## config.mk

```make
export PLATFORM = sky130hd
export DESIGN_NAME = addr_gen_stride_flat
export DESIGN_NICKNAME = d
export VERILOG_FILES = /design/src/rtl/addr_gen_stride_if.sv /design/src/rtl/addr_gen_stride.sv /design/src/flat_wrapper.sv
export SDC_FILE = /design/constraint.sdc
export NUM_CORES = 1
export LEC_CHECK = 0
export ABC_CLOCK_PERIOD_IN_PS = 2600
export CAP_MARGIN = 20
export CORE_ASPECT_RATIO = 1.4
export CORE_MARGIN = 4
export CORE_UTILIZATION = 44
export CTS_CLUSTER_SIZE = 40
export DETAILED_ROUTE_END_ITERATION = 10
export PLACE_DENSITY = 0.78
export REMOVE_ABC_BUFFERS = 1
export SLEW_MARGIN = 40
export SYNTH_ARGS = -nofsm -noshare
export SYNTH_HDL_FRONTEND = slang
export SYNTH_SLANG_ARGS = --single-unit
```

## constraint.sdc

```tcl
create_clock -name clk -period 2.6 [get_ports clk]
set_input_delay 0.52 -clock clk [delete_from_list [all_inputs] [get_ports clk]]
set_output_delay 0.52 -clock clk [all_outputs]
set_load 0.01 [all_outputs]
```

## src/rtl/addr_gen_stride_if.sv

```systemverilog
// Control and address bus for addr_gen_stride: stepping controls in, BRAM address and
// sweep-boundary flags out.
interface addr_gen_stride_if #(
  parameter int COUNT_WIDTH = 13,
  parameter int BYTE_SHIFT  = 2
);
  logic                          en;
  logic                          mode;
  logic                          start;
  logic [COUNT_WIDTH-1:0]        count_max;
  logic [COUNT_WIDTH-1:0]        stride;
  logic [COUNT_WIDTH+BYTE_SHIFT-1:0] address;
  logic                          valid;
  logic                          wrap;
  logic                          done;

  modport master (
    output en, mode, start, count_max, stride,
    input  address, valid, wrap, done
  );

  modport slave (
    input  en, mode, start, count_max, stride,
    output address, valid, wrap, done
  );
endinterface

```

## src/rtl/addr_gen_stride.sv

```systemverilog
// Strided BRAM byte-address generator with continuous and one-shot sweep modes.
// Define ADDR_GEN_STRIDE_EN for a programmable stride; otherwise the step is fixed at 1.
module addr_gen_stride #(
  parameter int COUNT_WIDTH = 13,
  parameter int BYTE_SHIFT  = 2
) (
  input logic              clk,
  input logic              sclr,
  addr_gen_stride_if.slave bus
);

  typedef enum logic [0:0] {
    ST_IDLE = 1'b0,
    ST_RUN  = 1'b1
  } state_t;

  state_t                 state_r;
  logic [COUNT_WIDTH-1:0] count_r;
  logic [COUNT_WIDTH-1:0] max_r;
  logic                   mode_r;
  logic                   valid_r;
  logic                   wrap_r;
  logic                   done_r;
  logic [COUNT_WIDTH:0]   nxt_s;
  logic                   terminal_s;
  logic                   load_cfg_s;

`ifdef ADDR_GEN_STRIDE_EN
  logic [COUNT_WIDTH-1:0] stride_r;

  // A zero stride would never advance, so it is promoted to 1.
  function automatic logic [COUNT_WIDTH-1:0] eff_stride(input logic [COUNT_WIDTH-1:0] s);
    if (s == {COUNT_WIDTH{1'b0}}) begin
      return {{(COUNT_WIDTH-1){1'b0}}, 1'b1};
    end else begin
      return s;
    end
  endfunction

  // Next index and terminal test; the extra bit keeps the carry visible to the compare.
  always_comb begin
    nxt_s      = {1'b0, count_r} + {1'b0, eff_stride(stride_r)};
    terminal_s = (nxt_s > {1'b0, max_r});
  end

  // Stride copy, reloaded together with max_r at sweep boundaries.
  always_ff @(posedge clk) begin
    if (load_cfg_s) begin
      stride_r <= bus.stride;
    end else begin
      stride_r <= stride_r;
    end
  end
`else
  // Unit step: the sweep ends exactly when the index reaches the limit.
  always_comb begin
    nxt_s      = {1'b0, count_r} + {{COUNT_WIDTH{1'b0}}, 1'b1};
    terminal_s = (count_r == max_r);
  end
`endif

  // Configuration reload points: reset, one-shot start, and every terminal step.
  always_comb begin
    load_cfg_s = 1'b0;
    if (sclr) begin
      load_cfg_s = 1'b1;
    end else if (state_r == ST_IDLE) begin
      load_cfg_s = bus.start;
    end else begin
      load_cfg_s = bus.en & terminal_s;
    end
  end

  // Limit copy; a live count_max change never disturbs the sweep in progress.
  always_ff @(posedge clk) begin
    if (load_cfg_s) begin
      max_r <= bus.count_max;
    end else begin
      max_r <= max_r;
    end
  end

  // Sweep sequencer with registered valid/wrap/done.
  always_ff @(posedge clk) begin
    if (sclr) begin
      count_r <= {COUNT_WIDTH{1'b0}};
      wrap_r  <= 1'b0;
      done_r  <= 1'b0;
      mode_r  <= bus.mode;
      state_r <= bus.mode ? ST_IDLE : ST_RUN;
      valid_r <= ~bus.mode;
    end else begin
      wrap_r <= 1'b0;
      done_r <= 1'b0;
      case (state_r)
        ST_IDLE: begin
          count_r <= {COUNT_WIDTH{1'b0}};
          if (bus.start) begin
            state_r <= ST_RUN;
            valid_r <= 1'b1;
          end else begin
            state_r <= ST_IDLE;
            valid_r <= 1'b0;
          end
        end
        ST_RUN: begin
          if (bus.en && terminal_s) begin
            count_r <= {COUNT_WIDTH{1'b0}};
            wrap_r  <= 1'b1;
            if (mode_r) begin
              state_r <= ST_IDLE;
              valid_r <= 1'b0;
              done_r  <= 1'b1;
            end else begin
              state_r <= ST_RUN;
              valid_r <= 1'b1;
            end
          end else if (bus.en) begin
            count_r <= nxt_s[COUNT_WIDTH-1:0];
          end else begin
            count_r <= count_r;
          end
        end
        default: begin
          count_r <= {COUNT_WIDTH{1'b0}};
          state_r <= ST_IDLE;
          valid_r <= 1'b0;
        end
      endcase
    end
  end

  assign bus.address = {count_r, {BYTE_SHIFT{1'b0}}};
  assign bus.valid   = valid_r;
  assign bus.wrap    = wrap_r;
  assign bus.done    = done_r;

endmodule

```

## src/flat_wrapper.sv

```systemverilog
// flat-port wrapper written by rule: the top's interface ports become plain ports
module addr_gen_stride_flat 
#(
  parameter int COUNT_WIDTH = 13,
  parameter int BYTE_SHIFT  = 2
)
  (clk, sclr, bus_en, bus_mode, bus_start, bus_count_max, bus_stride, bus_address, bus_valid, bus_wrap, bus_done);
  addr_gen_stride_if #(.COUNT_WIDTH(COUNT_WIDTH), .BYTE_SHIFT(BYTE_SHIFT)) bus_i ();
  input logic clk;
  input logic sclr;
  input wire logic [$bits(bus_i.en)-1:0] bus_en;
  input wire logic [$bits(bus_i.mode)-1:0] bus_mode;
  input wire logic [$bits(bus_i.start)-1:0] bus_start;
  input wire logic [$bits(bus_i.count_max)-1:0] bus_count_max;
  input wire logic [$bits(bus_i.stride)-1:0] bus_stride;
  output wire logic [$bits(bus_i.address)-1:0] bus_address;
  output wire logic [$bits(bus_i.valid)-1:0] bus_valid;
  output wire logic [$bits(bus_i.wrap)-1:0] bus_wrap;
  output wire logic [$bits(bus_i.done)-1:0] bus_done;
  assign bus_i.en = bus_en;
  assign bus_i.mode = bus_mode;
  assign bus_i.start = bus_start;
  assign bus_i.count_max = bus_count_max;
  assign bus_i.stride = bus_stride;
  assign bus_address = bus_i.address;
  assign bus_valid = bus_i.valid;
  assign bus_wrap = bus_i.wrap;
  assign bus_done = bus_i.done;
  addr_gen_stride #(.COUNT_WIDTH(COUNT_WIDTH), .BYTE_SHIFT(BYTE_SHIFT)) u_core (.clk(clk), .sclr(sclr), .bus(bus_i));
endmodule
```

==> impl_metrics.py, run 1 <==
metrics = {
    "critical_path": {
        "path_cells": "clkdlybuf4s50_1 -> nand2b_1 -> nand4_4 -> or3_2 -> a211oi_1",
        "path_class": "in -> reg",
        "worst_setup_path_end_kind": "register",
        "cpPeakStageDelay_ns": 0.54,
        "cp.arrival_ns": 2.24,
        "crit_slowest_cell": "clkdlybuf4s50_1",
        "crit_fanout": 8,
        "required_ns": 2.80,
        "critPathLaunchType": "input pin",
    },
    "final_layout": {
        "antenna_cells": 0,
        "drive_above_1_share_pct": 10.3,
        "design_area_sq_um": 1830,
        "mostFrequentLayoutCell": "clkdlybuf4s50_1",
        "final_cell_mix": "clkdlybuf4s50_1, dfxtp_1, edfxtp_1",
        "final_util_pct": 62.2,
        "area_delta_synth_final_pct": 31.6,
        "nNetsFinal": 186,
    },
    "clock_tree": {
        "cts_hold_buf": 0,
        "cts_root_buf": "clkbuf_8",
        "path_clk_slew_ns": 0.06,
        "post_cts_buffers": 0,
        "cts_buffers": 5,
        "cts_tree": "built",
        "h-tree-depth": 2,
        "cts.sinks": 31,
        "cts_resized": 0,
        "clockBufferDepth": 2,
        "clock_latency_ns": 0.28,
    },
    "power": {
        "clock_power_share_pct": 34.8,
        "switching_share_pct": 21.6,
        "vdd_ir_drop_max_v": 0.000433,
        "p_leak_nw": 0.605,
        "netSwitchingPower_uw": 215,
        "p_seq_share_pct": 55.6,
        "p_per_area_nw_per_um2": 545,
        "p_int_uw": 780,
        "combPwrFrac_pct": 9.6,
    },
    "placed_design": {
        "io_buffers": 33,
        "place_hpwl_um": 2060,
        "place.gp.congestion": 0.798,
        "placed_cell_area_sq_um": 1750,
    },
    "logic_synthesis": {
        "synthArstFlopShare_pct": 0,
        "ys_seq_elements": 31,
        "syn-cell-area_sq_um": 1390,
        "synth_area_leaders": "edfxtp_1, dfxtp_1, xnor2_1",
        "synth_top_cell_area_share_pct": 32.5,
        "ys_warn_count": 0,
        "synth_top_area_cell": "edfxtp_1",
        "synth-edff-count": 15,
        "synth_cell_type_count": 37,
        "syn-instance-count": 118,
        "syn_area_per_cell_sq_um": 11.8,
        "yosysSeqAreaShare_pct": 55.5,
        "synth-main-ff-cell": "dfxtp_1",
    },
    "floorplan": {
        "num_rows": 23,
        "core-area_sq_um": 2940,
        "die_area_sq_um": 4130,
        "die_height_um": 74.4,
        "die_w_um": 55.5,
        "io_pins": 49,
        "initial_utilization_pct": 47.3,
    },
    "sta": {
        "finalHoldViolCount": 0,
        "setup_violations": 0,
        "min_period_ns": 2.04,
        "maxSlewViolCount": 0,
        "clock_skew_ns": 0.00362,
        "tns_ns": 0,
        "rsz0062_at_grt": "no",
        "fin_crit_sh_pct": 78.4,
        "fmax_mhz": 491,
    },
    "global_routing": {
        "grt_pass1_vias": 1007,
        "grt_pass1_wl_um": 4260,
        "grt_max_degree": 17,
        "overflow": 0,
        "antenna_found_initial": 0,
        "grt_usage_pct": 13.7,
    },
    "detailed_routing": {
        "drt_first_pass_iters": 4,
        "via_per_inst": 5.19,
        "avgRoutedWirePerCell_um": 13.6,
        "num_vias": 997,
        "ant_nets": 0,
        "drt_iter0_markers": 14,
        "drc": 0,
        "totalWireLength_um": 2610,
    },
    "min_path": {
        "min_path_type": "reg -> reg",
    },
    "run": {
        "drv_cap": 0,
    },
    "run_status": {
        "status": "finished, final reports clean",
    },
}
==> state kept, by name (all words and copies together) (netlist names) <==
name and flops:
u_core.state_r 1, u_core.bus.wrap 1, u_core.max_r 13, u_core.bus.done 1
u_core.count_r 13, u_core.mode_r 1, u_core.bus.valid 1
==> worst paths after layout <==
check | startpoint | endpoint | slack [ns] | depth (start not counted)
max | bus_en | u_core.count_r[10] | 0.56 | 5
min | u_core.mode_r | u_core.bus.done | 0.54 | 2
max reg2reg | u_core.count_r[3] | u_core.max_r[7] | 0.64 | 4
min reg2reg | u_core.mode_r | u_core.bus.done | 0.54 | 2
==> cells by family after synthesis <==
group                      synth area share (%)
xor gates and xnor gates                   12.0
buffers and inverters                      3.52
and+or+nand+nor                            18.9
muxes                                     0.721
adders and majority gates                 0.902
DFF                                        55.5
AOI/OAI and AO/OA                          8.12
other                                     0.270
==> final cells by class <==
type,count,area (sq um)
fill,249,1110
sequential,31,771
multi-input combinational,78,572
timing repair buffer,35,345
clock buffer,7,76.3
tap,37,46.3
inverter,3,11.3
clock inverter,1,5.00
==> through the flow <==
stage | setup slack [ns] | hold WS [ns] | power [mW] | std cells
after floorplan | 0.419 | 0.495 | 0.611 | 112
after global placement | 0.310 | 0.518 | 0.656 | 184
after detailed placement | 0.270 | 0.526 | 0.661 | 184
after CTS | 0.559 | 0.543 | 1.01 | 192
after global routing | 0.459 | 0.560 | 1.04 | 192
final | 0.562 | 0.542 | 0.996 | 192
==> cell usage after synthesis (2+ instances only) <==
cell type and number:
dfxtp_1 16, edfxtp_1 15, xnor2_1 13, nand4_1 7, nor3_1 6, xor2_1 6, nand2_1 5, a211oi_1 4
o21ai_0 4, inv_1 3, nand2b_1 3, nor2b_1 3, or3_1 3, a21oi_1 2, buf_2 2, buf_4 2
clkbuf_1 2, nand3_1 2, o31ai_1 2
==> power groups by stage <==
| stage | sequential, mW | clock, mW | combinational, mW |
|---|---|---|---|
| final | 0.554 | 0.346 | 0.0953 |
| after global routing | 0.556 | 0.386 | 0.103 |
| after CTS | 0.554 | 0.359 | 0.0964 |
| after detailed placement | 0.565 | 0 | 0.0960 |
| after global placement | 0.563 | 0 | 0.0929 |
| after floorplan | 0.564 | 0 | 0.0469 |
==> worst max-delay path: cells and delay by family <==
family	cells	cell delay, ns
compound gates	1	0.22
buf+inv	1	0.54
simple gates	3	0.96
==> per-layer routing <==
metal	global-route usage [%]	share of wire, %
met1	13.2	37
met2	24.6	55
met3	6.42	6.9
met4	7.03	1.4
met5	0	0
Note: power is estimated with default switching activity, not from simulation.
==> run 2: changes to the inputs <==
--- a/config.mk
+++ b/config.mk
@@ -5,7 +5,7 @@
 export SDC_FILE = /design/constraint.sdc
 export NUM_CORES = 1
 export LEC_CHECK = 0
-export ABC_CLOCK_PERIOD_IN_PS = 2600
+export ABC_CLOCK_PERIOD_IN_PS = 2000
 export CAP_MARGIN = 20
 export CORE_ASPECT_RATIO = 1.4
 export CORE_MARGIN = 4
==> constraint.sdc (replaced) <==
create_clock -name clk -period 2 [get_ports clk]
set_input_delay 0.4 -clock clk [delete_from_list [all_inputs] [get_ports clk]]
set_output_delay 0.4 -clock clk [all_outputs]
set_load 0.01 [all_outputs]
==> run 2 against run 1 <==
Clock power increased by 32%; combinational power increased by 45%; via count increased by 3.7%; non-clock buffer count increased by 6; power increased by 32%; global-route usage increased by 1.3 points; register-to-register slack got worse by 0.46 ns; sequential cell count unchanged; setup slack got worse by 0.39 ns; largest power group unchanged; critical path depth unchanged; first-iteration DRC count decreased by 7.1%; wire length increased by 8.8%.
==> impl_metrics.py, run 2 (synthesis gave the netlist of run 1 again) <==
metrics = {
    "sta": {
        "min_period_ns": 1.82,
        "fmax_mhz": 548,
        "maxSlewViolCount": 0,
        "setup_violations": 0,
        "rsz0062_at_grt": "no",
        "setup_ws_ns": 0.176,
        "fin_crit_sh_pct": 91.2,
        "finalHoldViolCount": 0,
        "clock_skew_ns": 0.00383,
    },
    "detailed_routing": {
        "via_per_inst": 5.22,
        "drt_first_pass_iters": 4,
        "ant_nets": 0,
        "avgRoutedWirePerCell_um": 14.3,
        "drt_iter0_markers": 13,
        "num_vias": 1034,
        "totalWireLength_um": 2840,
        "drc": 0,
    },
    "run_status": {
        "status": "finished, final reports clean",
    },
    "final_layout": {
        "area_delta_synth_final_pct": 35.7,
        "mostFrequentLayoutCell": "clkdlybuf4s50_1",
        "largest_registers": "u_core.count_r (13), u_core.max_r (13)",
        "final_util_pct": 64.2,
        "drive_above_1_share_pct": 13.0,
        "final_cell_mix": "clkdlybuf4s50_1, dfxtp_1, edfxtp_1",
        "design_area_sq_um": 1880,
        "nNetsFinal": 192,
        "antenna_cells": 0,
        "instances_no_fill": 198,
    },
    "floorplan": {
        "die_height_um": 74.4,
        "die_area_sq_um": 4130,
        "die_w_um": 55.5,
        "num_rows": 23,
        "initial_utilization_pct": 47.3,
        "io_pins": 49,
        "core-area_sq_um": 2940,
    },
    "global_routing": {
        "grt_pass1_vias": 1059,
        "use_met3_pct": 5.56,
        "use_met2_pct": 28.0,
        "overflow": 0,
        "grt_max_degree": 17,
        "grt-busiest-layer": "met2",
        "grt_usage_pct": 15.0,
        "grt_use_met1_pct": 14.1,
        "antenna_found_initial": 0,
        "grt_pass1_wl_um": 4650,
    },
    "power": {
        "p_leak_nw": 0.637,
        "totalPowerFinal_mw": 1.31,
        "p_per_area_nw_per_um2": 698,
        "vdd_ir_drop_max_v": 0.000471,
    },
    "clock_tree": {
        "cts_hold_buf": 0,
        "cts_tree": "built",
        "cts_root_buf": "clkbuf_8",
        "post_cts_buffers": 0,
        "cts.sinks": 31,
        "cts_buffers": 5,
        "clock_latency_ns": 0.28,
        "clockBufferDepth": 2,
        "path_clk_slew_ns": 0.06,
        "cts_resized": 0,
        "h-tree-depth": 2,
    },
    "critical_path": {
        "crit_slowest_cell": "dfxtp_1",
        "path_delay_family": "simple AND/OR/NAND/NOR gates",
        "cpPeakStageDelay_ns": 0.46,
        "critPathLaunchType": "register",
        "required_ns": 2.00,
        "path_class": "reg -> reg",
        "path_cells": "xnor2_1 -> nand4_1 -> nor4_4 -> buf_4 -> or2_2",
        "cp.arrival_ns": 1.83,
        "worst_setup_path_end_kind": "register",
        "path_buf_inv": 1,
        "crit_fanout": 16,
    },
    "placed_design": {
        "dp.cells": 190,
        "io_buffers": 33,
        "place_ws_ns": -0.113,
        "placed_cell_area_sq_um": 1800,
        "place_hpwl_um": 2220,
        "place.gp.congestion": 0.844,
    },
    "min_path": {
        "min_path_type": "reg -> reg",
    },
    "run": {
        "drv_cap": 0,
    },
}
[run 2: cell count changes in the layout (fill, tap and decap cells not counted), sizes merged]
cell	previous run	this run
buf	2	8
clkinv	1	0
clkbuf	7	8
[run 2: metrics by stage]
stage	hold slack (ns)	TNS [ns]
global route	0.565	0
global placement	0.518	-0.0867
floorplan	0.495	-2.35
CTS	0.531	0
detailed placement	0.520	-0.315
finish	0.529	0
[run 2: where the power goes]
part	switching, mW	total (mW)	internal (mW)
logic	0.0587	0.138	0.0789
registers	0.0176	0.720	0.702
clock network	0.211	0.457	0.246
[run 2: layout make-up]
class                           instances  area (sq um)
Clock buffer                            8          80.1
Fill cell                             240          1050
Inverter                                3          11.3
Multi-Input combinational cell         78           572
Sequential cell                        31           771
Tap cell                               37          46.3
Timing Repair Buffer                   41           403
[run 2: worst paths after layout]
path                     startpoint          endpoint  slack [ns]  cells past startpoint
setup / recovery  u_core.count_r[7]  u_core.bus.valid        0.18                      5
hold / removal        u_core.mode_r   u_core.bus.done        0.53                      2
setup reg to reg  u_core.count_r[7]  u_core.bus.valid        0.18                      5
hold reg to reg       u_core.mode_r   u_core.bus.done        0.53                      2
[run 2: worst register-to-register path: cells and delay by family (launching register included)]
family	cells	cell delay, ns
simple gates	3	0.67
flops	1	0.46
buf+inv	1	0.26
xor+xnor	1	0.15
[run 2: metal layers]
metal | share of wire [%] | wire (um)
met1 | 37 | 1050
met2 | 56 | 1590
met3 | 4.9 | 138
met4 | 2.2 | 63
met5 | 0 | 0
